## src/rtl/fp_regstat_file.sv

```systemverilog
// Floating-point register file with Tomasulo result-status (busy bit + producer tag) per register; R0 hardwired zero.
// Latency: writes/renames land on the next rising edge, reads are combinational; optional same-cycle CDB read bypass under FPREG_CDB_BYPASS_EN.
// Backpressure: none, every issue and CDB broadcast is accepted in the cycle it is presented.
module fp_regstat_file #(
    parameter int DATA_W = 16,
    parameter int NREG   = 8,
    parameter int ADDR_W = 3,
    parameter int TAG_W  = 3
) (
    input  logic              clock,
    input  logic              reset_n,
    input  logic              issue_valid,
    input  logic [ADDR_W-1:0] issue_dest,
    input  logic [TAG_W-1:0]  issue_tag,
    input  logic              cdb_valid,
    input  logic [TAG_W-1:0]  cdb_tag,
    input  logic [DATA_W-1:0] cdb_data,
    input  logic              flush,
    input  logic [ADDR_W-1:0] ra_addr,
    input  logic [ADDR_W-1:0] rb_addr,
    output logic [DATA_W-1:0] ra_data,
    output logic [DATA_W-1:0] rb_data,
    output logic              ra_busy,
    output logic              rb_busy,
    output logic [TAG_W-1:0]  ra_tag,
    output logic [TAG_W-1:0]  rb_tag,
    output logic [ADDR_W:0]   busy_count
);

    localparam logic [ADDR_W:0] NREG_W = NREG[ADDR_W:0];

    typedef struct packed {
        logic [DATA_W-1:0] data;
        logic              busy;
        logic [TAG_W-1:0]  tag;
    } rd_t;

    logic [DATA_W-1:0] r_val [NREG];
    logic [TAG_W-1:0]  r_tag [NREG];
    logic [NREG-1:0]   r_busy;
    logic [ADDR_W:0]   r_busy_count;

    logic [DATA_W-1:0] w_val_nxt [NREG];
    logic [TAG_W-1:0]  w_tag_nxt [NREG];
    logic [NREG-1:0]   w_busy_nxt;
    logic [NREG-1:0]   w_hit;
    logic              w_iss_ok;
    logic [ADDR_W:0]   w_busy_cnt;
    rd_t               w_rd_a;
    rd_t               w_rd_b;

    // A register matches the CDB only while it is still waiting on that tag.
    always_comb begin
        w_hit = '0;
        for (int r = 1; r < NREG; r++) begin
            w_hit[r] = cdb_valid && r_busy[r] && (r_tag[r] == cdb_tag);
        end
    end

    assign w_iss_ok = issue_valid && (issue_dest != '0) && ({1'b0, issue_dest} < NREG_W);

    // Value follows the old-tag match; status priority is flush > rename > retire.
    always_comb begin
        w_busy_nxt = r_busy;
        for (int r = 0; r < NREG; r++) begin
            w_val_nxt[r] = r_val[r];
            w_tag_nxt[r] = r_tag[r];
        end
        for (int r = 1; r < NREG; r++) begin
            if (w_hit[r]) begin
                w_val_nxt[r]  = cdb_data;
                w_busy_nxt[r] = 1'b0;
                w_tag_nxt[r]  = '0;
            end
            if (w_iss_ok && (issue_dest == ADDR_W'(r))) begin
                w_busy_nxt[r] = 1'b1;
                w_tag_nxt[r]  = issue_tag;
            end
            if (flush) begin
                w_busy_nxt[r] = 1'b0;
                w_tag_nxt[r]  = '0;
            end
        end
    end

    assign w_busy_cnt = (ADDR_W+1)'($countones(w_busy_nxt));

    always_ff @(posedge clock or negedge reset_n) begin
        if (!reset_n) begin
            for (int r = 0; r < NREG; r++) begin
                r_val[r] <= '0;
                r_tag[r] <= '0;
            end
            r_busy       <= '0;
            r_busy_count <= '0;
        end else begin
            for (int r = 0; r < NREG; r++) begin
                r_val[r] <= w_val_nxt[r];
                r_tag[r] <= w_tag_nxt[r];
            end
            r_busy       <= w_busy_nxt;
            r_busy_count <= w_busy_cnt;
        end
    end

    function automatic rd_t f_read(input logic [ADDR_W-1:0] a);
        rd_t res;
        res = '0;
        for (int r = 1; r < NREG; r++) begin
            if (a == ADDR_W'(r)) begin
                res.data = r_val[r];
                res.busy = r_busy[r];
                res.tag  = r_busy[r] ? r_tag[r] : '0;
`ifdef FPREG_CDB_BYPASS_EN
                if (w_hit[r]) begin
                    res.data = cdb_data;
                    res.busy = 1'b0;
                    res.tag  = '0;
                end
`endif
            end
        end
        return res;
    endfunction

    always_comb w_rd_a = f_read(ra_addr);
    always_comb w_rd_b = f_read(rb_addr);

    assign ra_data    = w_rd_a.data;
    assign ra_busy    = w_rd_a.busy;
    assign ra_tag     = w_rd_a.tag;
    assign rb_data    = w_rd_b.data;
    assign rb_busy    = w_rd_b.busy;
    assign rb_tag     = w_rd_b.tag;
    assign busy_count = r_busy_count;

endmodule
```

## config.mk

```make
export PLATFORM = sky130hd
export DESIGN_NAME = fp_regstat_file
export DESIGN_NICKNAME = d
export VERILOG_FILES = /design/src/rtl/fp_regstat_file.sv
export SDC_FILE = /design/constraint.sdc
export NUM_CORES = 1
export LEC_CHECK = 0
export BUFFER_PORTS_ARGS = -buffer_cell sky130_fd_sc_hd__buf_2
export CORE_ASPECT_RATIO = 0.7
export CORE_MARGIN = 2
export CORE_UTILIZATION = 35
export CTS_CLUSTER_DIAMETER = 50
export CTS_CLUSTER_SIZE = 25
export DETAILED_ROUTE_END_ITERATION = 6
export GPL_TIMING_DRIVEN = 1
export PLACE_DENSITY = 0.52
export RECOVER_POWER = 50
export REMOVE_ABC_BUFFERS = 1
export SLEW_MARGIN = 20
export SYNTH_ARGS = -nofsm -noshare
export SYNTH_HDL_FRONTEND = slang
export SYNTH_SLANG_ARGS = --single-unit
```

## constraint.sdc

```tcl
create_clock -name clock -period 3.21 [get_ports clock]
set_clock_uncertainty 0.15 [all_clocks]
set_input_delay 0.321 -clock clock [delete_from_list [all_inputs] [get_ports clock]]
set_output_delay 0.321 -clock clock [all_outputs]
set_load 0.01 [all_outputs]
```

==> results of run 1 <==
-- registers in the layout, indices dropped and copies added, names as in the netlist --
register,cells
r_busy,7
r_val,112
r_tag,21
busy_count,3
-- placed cells by master (no fill, tap or decap), types with 4 or more instances in the layout --
cell,instances
dfrtp_1,143
mux2_2,118
nand2_1,88
buf_2,74
buf_4,66
a21oi_1,46
o21ai_0,40
nor2_1,28
nand3_1,26
mux2i_1,21
nand3b_1,21
xor2_1,20
nor2b_1,18
clkbuf_16,17
a22oi_1,16
a221oi_1,13
o211ai_1,13
and3b_1,12
mux2_1,12
a22o_1,11
a211oi_1,9
inv_1,8
nand2b_1,8
nor3_1,7
nor4_4,7
a211o_1,6
a32o_1,6
a31oi_1,5
o221a_2,4
clkinvlp_4,4
inv_6,4
clkbuf_1,4
-- how the worst max path moves through the flow --
stage,start,end,cells after the start
floorplan,r_tag[17]$_DFFE_PN0P_,busy_count[1]$_DFF_PN0_,10
global placement,cdb_tag[2],busy_count[1]$_DFF_PN0_,11
detailed placement,cdb_tag[2],busy_count[1]$_DFF_PN0_,11
CTS,r_tag[18]$_DFFE_PN0P_,busy_count[1]$_DFF_PN0_,10
global route,r_tag[9]$_DFFE_PN0P_,busy_count[1]$_DFF_PN0_,10
finish,r_tag[9]$_DFFE_PN0P_,busy_count[1]$_DFF_PN0_,10
-- power by group through the flow --
| stage | clock network (mW) | logic [mW] | registers, mW |
|---|---|---|---|
| final | 2.04 | 0.763 | 2.08 |
| after global placement | 0 | 0.757 | 2.11 |
| after global routing | 2.14 | 0.835 | 2.10 |
| after detailed placement | 0 | 0.762 | 2.11 |
| after CTS | 2.07 | 0.767 | 2.08 |
| after floorplan | 0 | 0.398 | 2.08 |
-- Yosys cell counts (7+ instances only) --
cell / n
a211oi_1: 9
a21oi_1: 47
a221oi_1: 13
a22o_1: 11
a22oi_1: 16
and3b_1: 12
buf_2: 31
buf_4: 21
clkbuf_1: 15
dfrtp_1: 143
inv_1: 8
mux2_1: 12
mux2_2: 118
mux2i_1: 21
nand2_1: 88
nand2b_1: 9
nand3_1: 26
nand3b_1: 21
nor2_1: 29
nor2b_1: 19
nor3_1: 7
o211ai_1: 13
o21ai_0: 40
xor2_1: 21
-- routing by layer --
metal / vias up / global-route usage [%] / part of all wire, %
met1: 3546 / 35.4 / 50
met4: 0 / 5.68 / 1.1
met2: 273 / 31.0 / 41
met3: 23 / 4.99 / 7.8
li1: 3214 / - / -
met5: - / 0 / 0
-- timing repair --
action                     4_1_cts  5_1_grt
gates resized for setup          3        2
cloned                           0        0
hold buffers                     1        0
setup endpoints to repair        2        2
pin swaps                        5        2
hold endpoints to repair        32        0
-- cells by family after synthesis --
group / count (synthesis) / synth area share (%)
compound gates: 192 / 15.3
xor+xnor: 21 / 2.15
fa+ha+maj: 4 / 0.936
buf+inv: 82 / 5.42
flops: 143 / 41.8
mux: 153 / 20.1
other cells: 1 / 0.0438
simple gates: 230 / 14.3
-- worst max-delay path: stages (launching register included) --
cell	delay, ns
dfrtp_1	0.39
xor2_1	0.19
nor4_4	0.29
nand2b_4	0.17
a21oi_2	0.06
fa_1	0.59
inv_1	0.07
fa_1	0.48
inv_1	0.05
fa_2	0.33
fa_1	0.46
-- layout make-up --
type / instances / area share, %
multi-input combinational: 601 / 45.2
timing repair buffer: 149 / 9.47
clock buffer: 18 / 4.32
tap: 318 / 3.92
inverter: 9 / 0.332
clock inverter: 14 / 1.54
sequential: 143 / 35.2
-- metrics by stage --
step           instances  worst slack, ns  setup TNS (ns)
6_report            1252           -0.145          -0.202
3_5_place_dp        1219           -0.327          -0.588
4_1_cts             1252           -0.120          -0.156
5_1_grt             1252           -0.249          -0.498
3_3_place_gp        1219           -0.293          -0.531
2_1_floorplan        753            -1.00           -2.51
==> metrics.txt, run 1 <==
outcome=complete, but fails checks; failing checks=design-rule violations, max-capacitance violations, max-slew violations, negative setup slack; number of max-cap violations=1; DRC Markers=2; largest net degree at the start of global routing=75; Seq cells post-synth=143; CP max FO=2; WHS Path Cells=2; CTS tree=built; drt pass-1 iters=7; share of the synthesized area in the top cell type=41.8%; Peak VDD IR=0.405 mV; area delta synth->final=18.7%; Logic pwr share=15.6%; reg-to-reg startpoint=r_tag[9]$_DFFE_PN0P_; Distinct cells, synth=57; Ys Warns=0; sw frac=28.9%; FF-to-FF setup slack=-0.14 ns; chip width=191 um; Post-Synthesis Cells=826; CP required=3.37 ns; RSZ-0062 raised after global routing=yes; Routed WL=28.2 mm; initial core utilization=35.9%; share of cells above drive strength 1=33.6%; synth top area cells=dfrtp_1, mux2_2, nand2_1; fin crit period=3.35 ns; vias post-DR=7056; Final GP Congestion=0.851; worst-case reg-to-reg path depth=10; Worst Hold Launch=cdb_data[3]; CP Class=reg2reg; GRT overflow=0; H-tree depth=4; Skew-Pair Late Insertion Delay=0.43 ns; # IOs=80; Max Slew Vio Count=35; register area share after synthesis=41.8%; PortBufs=78; Main synth FF type=dfrtp_1; EDFF count, synth=0; Worst Hold End=r_val[19]$_DFFE_PN0P_; Multi-input gate area=4590 um2; CTS Buf Count=17; Relative slew margins=-31.2%; P_int=3.48 mW; fin crit share=105%; final setup margin=-0.145 ns; post-route ant nets=0; # rows=47; total design power=4.89 mW; Data arrival, critical path=3.51 ns; clk slew on worst S/H paths=0.07 ns; Total Die Area=25700 um2; violation count after the first detailed-route iteration=606; Final Hold Violating Endpoints=0; worst hold path type=in2reg; gr usage total=22.6%; final setup vio count=2; # fillers=2340; Clk network pwr share=41.8%; syn avg cell area=10.4 um2; PwrDens=481 nW/um2; asr flop ratio synth=100%; leading area contributor after synthesis=dfrtp_1; Vert. Die Dim=135 um; placed wire-length estimate=19.0 mm; number of global-route vias before repair=6806; Longest Clk Path Bufs=2; Post-CTS Setup Inserts=0; post-route cell area=10200 um2; clock root buffer=clkbuf_16; Max Clock Freq=0.298 GHz; sequential power share=42.6%; Psw=1.41 mW; leakage dissipation=4.71 nW; Core ar.=23800 um2; initial antenna violation count=0; diode count=0; Slew @ Worst Pin=1.97 ns; Via density=5.64; dpl cell area=9550 um2; crit path capture type=register; CP Launch Type=register; WL per Instance=22.5 um; Cell Area, Synth=8560 um2; Storage cell area=3580 um2; first-pass GRT wire length=43.1 mm; Worst R2R End=busy_count[1]$_DFF_PN0_; Final #Nets=961; fin util=42.7%; Hold Slack=0.0500 ns; clock sink count=143
Power figures use the tool's default switching activity.
==> run 2: changes to the inputs <==
- CORE_ASPECT_RATIO: 0.7 -> 1.25
==> metrics.txt, run 2 (synthesized netlist as in run 1, its figures left out) <==
outcome=complete, but fails checks; failing checks=negative hold slack, max-capacitance violations, max-slew violations, negative setup slack; fin util=41.5% (-1.1 points); final setup vio count=2 (unchanged); CTS tree=built; worst path cell trace=xor2_1 > nor4_4 > nand2b_1 > a21oi_2 > fa_1 > inv_1 > fa_1 > inv_1 > fa_2 > fa_1; Slew @ Worst Pin=1.88 ns (-0.0885 ns); PwrDens=488 nW/um2 (+1.4%); Hold Slack=-0.000793 ns (-0.0508 ns); Longest Clk Path Bufs=2 (unchanged); worst-case reg-to-reg path depth=10 (unchanged); Slowest-stage cell, CP=fa_1; Buf+Inv Stages, Crit Path=2 (unchanged); worst slack, placed=-0.272 ns (+0.0549 ns); H-tree depth=4 (unchanged); number of global-route vias before repair=7099 (+4.3%); fin crit period=3.30 ns (-0.0521 ns); gr usage total=22.2% (-0.42 points); CTS Buf Count=17 (unchanged); most frequent cells in the layout=dfrtp_1, mux2_2, nand2_1; WP depth=10 (unchanged); Relative slew margins=-25.3% (+5.9 points); Storage cell area=3580 um2 (unchanged); clock root buffer=clkbuf_16; CP required=3.37 ns (about the same); chip width=144 um (-25%); # fillers=2416 (+3.2%); CP Capture Point=busy_count[1]$_DFF_PN0_; post-route ant nets=0 (unchanged); CP max FO=2 (unchanged); share of cells above drive strength 1=32.5% (-1.1 points); # IOs=80 (unchanged); Final Hold Violating Endpoints=1 (+1); max reg flops=112 (unchanged); diode count=0 (unchanged); PortBufs=78 (unchanged); Regs by FF count=r_val (112), r_tag (21), r_busy (7); Final GP Congestion=0.893 (+4.9%); WL per Instance=22.1 um (-1.8%); CP Launch Type=register; placed wire-length estimate=18.5 mm (-2.6%); sw frac=27.6% (-1.3 points); CP Class=reg2reg; Largest Register=r_val; Core ar.=24300 um2 (+1.9%); Skew-Pair Late Insertion Delay=0.44 ns (about the same); GRT overflow=0 (unchanged); clock sink count=143 (unchanged); number of max-cap violations=2 (+1); Peak VDD IR=0.301 mV (-26%); # rows=64 (+36%); FF-to-FF setup slack=-0.09 ns (+0.05 ns); final setup margin=-0.0927 ns (+0.0521 ns); Multi-input gate area=4560 um2 (-0.76%); Clk network pwr share=42.5% (+0.7 points); P_int=3.56 mW (+2.4%); Via density=5.66 (+0.44%); CP startpoint=r_tag[9]$_DFFE_PN0P_; Final #Nets=955 (-0.62%); Data arrival, critical path=3.47 ns (-0.04 ns); initial core utilization=35.3% (-0.66 points); cell mode on critical path=fa_1; commonest non-fill, non-tap cell in the layout=dfrtp_1; largest net degree at the start of global routing=72 (-4.0%); initial antenna violation count=0 (unchanged); Routed WL=27.9 mm (-1.3%); Worst R2R End=busy_count[1]$_DFF_PN0_; Worst path top cell family by delay=adder cells; vias post-DR=7121 (+0.92%); drt pass-1 iters=5 (-2); Logic pwr share=15.2% (-0.4 points); clk slew on worst S/H paths=0.06 ns (about the same); RSZ-0062 raised after global routing=yes; leakage dissipation=4.65 nW (-1.2%); worst hold path type=in2reg; Max Slew Vio Count=93 (+170%); Vert. Die Dim=179 um (+33%); area delta synth->final=17.8%; reg-to-reg startpoint=r_tag[9]$_DFFE_PN0P_; crit path capture type=register; Psw=1.36 mW (-3.8%); violation count after the first detailed-route iteration=533 (-12%); first-pass GRT wire length=42.6 mm (-1.3%); Total Die Area=25700 um2 (about the same); DRC Markers=0 (-2); CP max stage delay=0.58 ns (about the same); fin crit share=103% (-1.6 points); sequential power share=42.3% (-0.3 points); Max Clock Freq=0.303 GHz (+1.6%)
run 2: cell types whose count changed in the layout (fill, tap and decap cells not counted), sizes merged:
cell         change
buf             -12
clkbuf           +7
clkinv           -2
inv              -2
bufinv           +1
clkinvlp         +1
dlygate4sd3      +1
run 2: worst reg2reg max path, delay by kind of cell (launching register included):
kind,cells,cell delay [ns]
buf+inv,2,0.11
fa+ha+maj,4,1.83
flops,1,0.39
compound gates,1,0.08
xor+xnor,1,0.19
simple gates,2,0.43
run 2: metrics by stage:
stage	instances	total power, mW	area [um2]	hold slack, ns	setup TNS [ns]
6_report	1258	4.91	10100	-0.000793	-0.137
4_1_cts	1258	4.97	10100	0.00155	-0.142
3_3_place_gp	1222	2.85	9480	0.242	-0.449
5_1_grt	1258	5.14	10100	0.00504	-3.15
2_1_floorplan	753	2.47	8130	-0.125	-2.51
3_5_place_dp	1222	2.86	9480	0.244	-0.496
run 2: repair_timing:
action | 4_1_cts | 5_1_grt
setup buffers | 2 | 0
endpoints found under the hold margin | 70 | 0
setup endpoints to repair | 2 | 2
resized for setup | 2 | 2
hold buffers | 2 | 0
pin swaps | 3 | 4
run 2: final cells by class:
class / instances / share of cell area, %
multi-input cells: 601 / 45.2
flip-flops and latches: 143 / 35.5
repair buffers: 143 / 8.72
clock buffers: 20 / 4.53
well taps: 330 / 4.10
clock inverters: 12 / 1.58
inverters: 9 / 0.335
run 2: power groups by stage:
stage	Clock (mW)	Sequential [mW]	Combinational, mW
after floorplan	0	2.08	0.398
after global placement	0	2.11	0.744
after detailed placement	0	2.11	0.751
after CTS	2.14	2.08	0.757
after global routing	2.22	2.10	0.815
final	2.09	2.08	0.746
run 2: worst min path at each step:
stage | startpoint | endpoint | slack (ns) | cells past startpoint
floorplan | reset_n | busy_count[0]$_DFF_PN0_ | -0.12 | 0
global route | flush | r_busy[1]$_DFF_PN0_ | 0.005 | 2
CTS | flush | r_busy[1]$_DFF_PN0_ | 0.002 | 2
global placement | reset_n | r_tag[19]$_DFFE_PN0P_ | 0.24 | 1
finish | flush | r_busy[1]$_DFF_PN0_ | -0.0008 | 2
detailed placement | reset_n | r_tag[19]$_DFFE_PN0P_ | 0.24 | 1
run 2: routing by layer:
layer,wire [um],up-vias,track usage (%)
met1,12200,3637,29.1
met2,13500,243,36.3
li1,-,3188,-
met3,1340,53,3.66
met5,0,-,0
met4,875,0,9.27
